<file path="src/rtl/pcs_tx_functions.sv">
// 1000BASE-X PCS transmit helper functions: sticky XMITCHANGE detector
// (registered) and VOID /V/ substitution (combinational).
module pcs_tx_functions #(
  parameter int unsigned            XMIT_W = 3,
  parameter int unsigned            OS_W   = 9,
  parameter logic [OS_W-1:0]        OS_V   = 9'd64
) (
  input  logic              clk,
  input  logic              reset,
  input  logic [XMIT_W-1:0] xmit,
  input  logic              xmit_change_clr,
  output logic              xmit_change_out,
  input  logic [OS_W-1:0]   x_in,
  input  logic              TX_EN,
  input  logic              TX_ER,
  input  logic [7:0]        TXD,
  output logic [OS_W-1:0]   void_return
);

  localparam logic [7:0] CARRIER_EXT = 8'h0F;

  logic [XMIT_W-1:0] xmit_prev;
  logic              primed;
  logic              xmit_diff;

  assign xmit_diff = (xmit != xmit_prev);

  // The first edge after reset only captures a baseline; a change against
  // the reset value of xmit_prev would be spurious.
  always_ff @(posedge clk) begin
    if (reset) begin
      xmit_prev       <= '0;
      primed          <= 1'b0;
      xmit_change_out <= 1'b0;
    end else begin
      xmit_prev <= xmit;
      if (!primed) begin
        primed <= 1'b1;
      end else if (xmit_diff) begin
        xmit_change_out <= 1'b1;
      end else if (xmit_change_clr) begin
        xmit_change_out <= 1'b0;
      end
    end
  end

  // Error outside a frame (carrier extend excluded) or inside a frame forces /V/.
  always_comb begin
    void_return = x_in;
    if (!TX_EN && TX_ER && (TXD != CARRIER_EXT))
      void_return = OS_V;
    else if (TX_EN && TX_ER)
      void_return = OS_V;
  end

endmodule

</file>
<file path="config.mk">
export PLATFORM = sky130hd
export DESIGN_NAME = pcs_tx_functions
export DESIGN_NICKNAME = d
export VERILOG_FILES = /design/src/rtl/pcs_tx_functions.sv
export SDC_FILE = /design/constraint.sdc
export NUM_CORES = 1
export LEC_CHECK = 0
export CORE_AREA = 2 2 39 41
export CTS_CLUSTER_DIAMETER = 50
export DETAILED_ROUTE_END_ITERATION = 10
export DIE_AREA = 0 0 41 43
export PLACE_DENSITY = 0.78
export SYNTH_ARGS = -nofsm -noshare
export SYNTH_HDL_FRONTEND = slang
export SYNTH_SLANG_ARGS = --single-unit
</file>
<file path="constraint.sdc">
create_clock -name clk -period 3.3 [get_ports clk]
set_input_delay 0.99 -clock clk [delete_from_list [all_inputs] [get_ports clk]]
set_output_delay 0.99 -clock clk [all_outputs]
set_load 0.05 [all_outputs]
</file>
* Word-level counts from Yosys, hierarchy flattened
Index checks and enable logic that the tools add are counted.
Storage, ports and cells: register bits 5, logic and storage cells 16, bits of input ports 25
Cells by class: eq/ne operators 2, reductions and logical operators 6, multiplexer cells 5
Operators by type and width (count):
- $mux 9 | 2
- $ne 8x4->1 const B | 1
- $logic_and 1x1->1 | 3
- $mux 1 | 3
- $ne 3x3->1 | 1
- $reduce_and 2->1 | 1
- $reduce_bool 2->1 | 1
- $logic_not 1->1 | 1

* Depth between registers and ports, before layout
depth after elaboration 4, mapped depth 3, mapped depth without buffers 2

* Worst setup path after synthesis
Ideal clock, no wire load.
kind input -> output, start point in TXD[7], end point out void_return[0], setup slack -301 ps, data arrival time 2611 ps, path buffers 1, stages 3, path through or2_0 buf_6 o32ai_1
On the way: longest elaborated chain between the ends 3
Ends and longest elaborated chain:
- from (decl) | RTL line 16 | input logic [7:0] TXD,
- $ne 8x4->1 | RTL line 50 | if (!TX_EN && TX_ER && (TXD != CARRIER_EXT))
- $logic_and 1x1->1 | RTL line 50
- $mux 9 | RTL line 50
- to (decl) | RTL line 17 | output logic [OS_W-1:0] void_return
Every way passes these cells.

* Worst setup path in the final report
start point in x_in[4], end point out void_return[4]
On the way: longest elaborated chain between the ends 2
Ends and longest elaborated chain:
- from (decl) | RTL line 13 | input logic [OS_W-1:0] x_in,
- $mux 9 | RTL line 52 | else if (TX_EN && TX_ER)
- $mux 9 | RTL line 50
Every way passes these cells.

==> flow_summary_export.csv <==
group,metric,value,unit
synthesis,synth_most_common_cell,"inv_1",
synthesis,async_reset_ff_frac,0,
sta,setup_slack,-0.03680,ns
power,peakVddDrop,0.0001810,V
setup_path,r2r-end,"xmit_change_out",
place,post-dp-hpwl,1.102,mm
synthesis,yosys.cell_types.count,16,
cts,cts_buffers,3,
place,routabilityCongestion,0.6184,
synthesis,synth_compound_area_frac,0.2584,
power,power.total,0.2704,mW
cts,cts.clk_slew.worst_paths,0.04,ns
drt,via_count,568,
place,io_buffers,34,
drt,drt_wl_total,1.730,mm
setup_path,setup.worst_path.end,"void_return[4]",
cts,cts_max_path_buffers,2,
sta,finalMaxSlewViolations,0,
grt,first_global_vias,551,
grt,antenna_found_initial,0,
synthesis,synth-main-ff-cell,"dfxtp_1",
synthesis,syn_avg_cell_area,8.576,sq um
synthesis,syn_inst,48,
setup_path,r2r-start,"xmit_change_out",
cells_and_area,diodes,0,
synthesis,synth-xor-area-share,0.06383,
synthesis,synth_area_leaders,"dfxtp_1, nand4b_1, o32ai_1",
synthesis,syn_area,411.6,sq um
cts,clk_latency,0.24,ns
drt,drcViolationCount,0,
sta,timing.fmax,299.7,MHz
floorplanning,die_area,0.001763,sq mm
setup_path,reg2reg_slack,2.51,ns
drt,viasPerCell,5.259,
cts,cts_max_level,1,
sta,hold_viol,0,
cells_and_area,final_nets,118,
setup_path,crit_type,"in2out",
power,total_leakage_power,0.4667,nW
grt,grt_overflow,0,
floorplanning,core_area,0.001384,sq mm
setup_path,reg2reg_depth,2,
grt,grt_pass1_wl,2.249,mm
synthesis,synth.top_cells.by_count,"inv_1, nand4b_1, o32ai_1, dfxtp_1",
sta,worstMarginPinSlew,0.6366,ns
drt,antenna_left,0,
drt,wl_per_cell,16.02,microns
floorplanning,ios,35,
grt,grt_max_degree,10,
outcome,violations,"setup timing",
synthesis,synth_mux_area_frac,0,
setup_path,critPathRequiredTime,2.31,ns
setup_path,start_kind,"input pin",
drt,wl_met3,166,microns
sta,layout_min_cycle_time,3.337,ns
sta,setup_viol,1,
setup_path,worstPathArrival,2.35,ns
synthesis,synth_top_family_by_area,"simple AND/OR/NAND/NOR gates",
synthesis,ys_warn_count,0,
cells_and_area,area_growth,164.7,%
synthesis,ys_ff_latch,5,
drt,wl_met1,615,microns
cts,cts_root_buffer,"clkbuf_4",
synthesis,synthesis.nets,73,
outcome,status,"finished, violations left",
sta,fin_crit_sh,1.011,
hold_path,hold_path.class,"reg2reg",
floorplanning,initial_core_util,0.2975,
synthesis,synth_fa_ha_area_frac,0,
cells_and_area,drive_gt1_frac,0.3696,
grt,grt_use_total,0.1891,
cts,cts_sinks,5,
setup_path,critPathMaxFanout,2,
drt,drtPass1Iterations,4,
synthesis,ys_seq_area_frac,0.2432,
synthesis,synth_edf_count,0,
drt,top_layer,"met4",
floorplanning,die_w,41,microns
cts,post_cts_buffers,0,
place,dpl_cell_area,889.6,sq um
setup_path,cp-startpoint,"x_in[4]",
synthesis,netlist.area_leader.share,0.2432,
drt,route.met2.wl,930,microns
drt,drt-initial-drc-count,4,
sta,clock-skew-final,0.001820,ns
synthesis,netlist.top_cell.by_area,"dfxtp_1",
floorplanning,chipHeight,43,microns
cts,cts_tree,"yes",
floorplanning,row_count,14,
place,dp_slack,-0.1832,ns
sta,relSlewSlack,0.5749,
cells_and_area,stdcell_area,0.001090,sq mm
setup_path,endpoint_kind,"output pin",
run,cap_viol_max_count,0,
power,p_per_area,248.2,mW/mm^2
synthesis,synthSimpleGateAreaFrac,0.2857,
## metal layers
metal,up-vias,track usage
li1,271,-
met1,265,0.1974
met2,30,0.3313
met3,2,0.04712
met4,0,0.08000
met5,-,0
## layout by cell type (no fill, tap or decap)
cell,instances
clkdlybuf4s50_1,15
inv_1,9
nand4b_1,8
buf_12,8
dlymetal6s2s_1,7
buf_4,5
dfxtp_1,5
o32ai_4,4
o32ai_2,4
buf_6,4
xnor2_1,3
nor2b_1,3
clkbuf_4,3
dlygate4sd2_1,3
or2_4,2
nand4bb_4,1
nand4bb_1,1
o32a_1,1
a21bo_2,1
o21bai_1,1
a41oi_1,1
clkbuf_1,1
buf_2,1
buf_8,1
## how the worst min path moves through the flow
| stage | startpoint | end | slack [ns] | cells after the start |
|---|---|---|---|---|
| 2_1_floorplan | primed | xmit_change_out | 0.48 | 2 |
| 3_3_place_gp | primed | xmit_change_out | 0.50 | 2 |
| 3_5_place_dp | primed | xmit_change_out | 0.51 | 2 |
| 4_1_cts | primed | xmit_change_out | 0.52 | 2 |
| 5_1_grt | primed | xmit_change_out | 0.56 | 2 |
| 6_report | primed | xmit_change_out | 0.52 | 2 |
## area by class of cell
cell class,count,area [sq um]
Timing Repair Buffer,44,526.8
Fill cell,84,294.0
Inverter,9,33.78
Multi-Input combinational cell,30,382.9
Clock buffer,4,26.28
Sequential cell,5,100.1
Tap cell,16,20.02
## kinds of logic (layout without fill, tap and decap cells)
kind of cell,Yosys count,count (layout)
compound gates,12,12
xor+xnor,3,3
buf+inv,14,57
flops,5,5
simple gates,14,15
## state kept, by name, indices dropped and copies added, names as in the netlist
signal	count
xmit_prev	3
xmit_change_out	1
primed	1
## per-stage QoR
| stage | utilization | TNS (ns) | hold WS (ns) | instances |
|---|---|---|---|---|
| after floorplan | - | -2.411 | 0.4825 | 48 |
| after global placement | 0.6429 | -0.5946 | 0.4968 | 102 |
| after detailed placement | 0.6429 | -1.082 | 0.5095 | 102 |
| after CTS | 0.7098 | -0.0003457 | 0.5208 | 106 |
| after global routing | 0.7875 | -0.06848 | 0.5590 | 108 |
| final | 0.7875 | -0.03680 | 0.5169 | 108 |
## worst max-delay path: stages
cell             delay (ns)
clkdlybuf4s50_1        0.52
nand4b_1               0.22
o32ai_4                0.35
buf_6                  0.14
buf_12                 0.12
## power breakdown
| part | internal [mW] | total, mW | switching (mW) |
|---|---|---|---|
| logic | 0.0730 | 0.135 | 0.0620 |
| clock network | 0.0456 | 0.0691 | 0.0235 |
| registers | 0.0645 | 0.0664 | 0.00192 |
## what timing repair did
action / CTS / global route
pin swaps: 0 / 5
resized for setup: 14 / 18
cloned: 0 / 2
setup endpoints to repair: 9 / 9
hold buffers: 0 / 0
(Power assumes the default switching activity.)
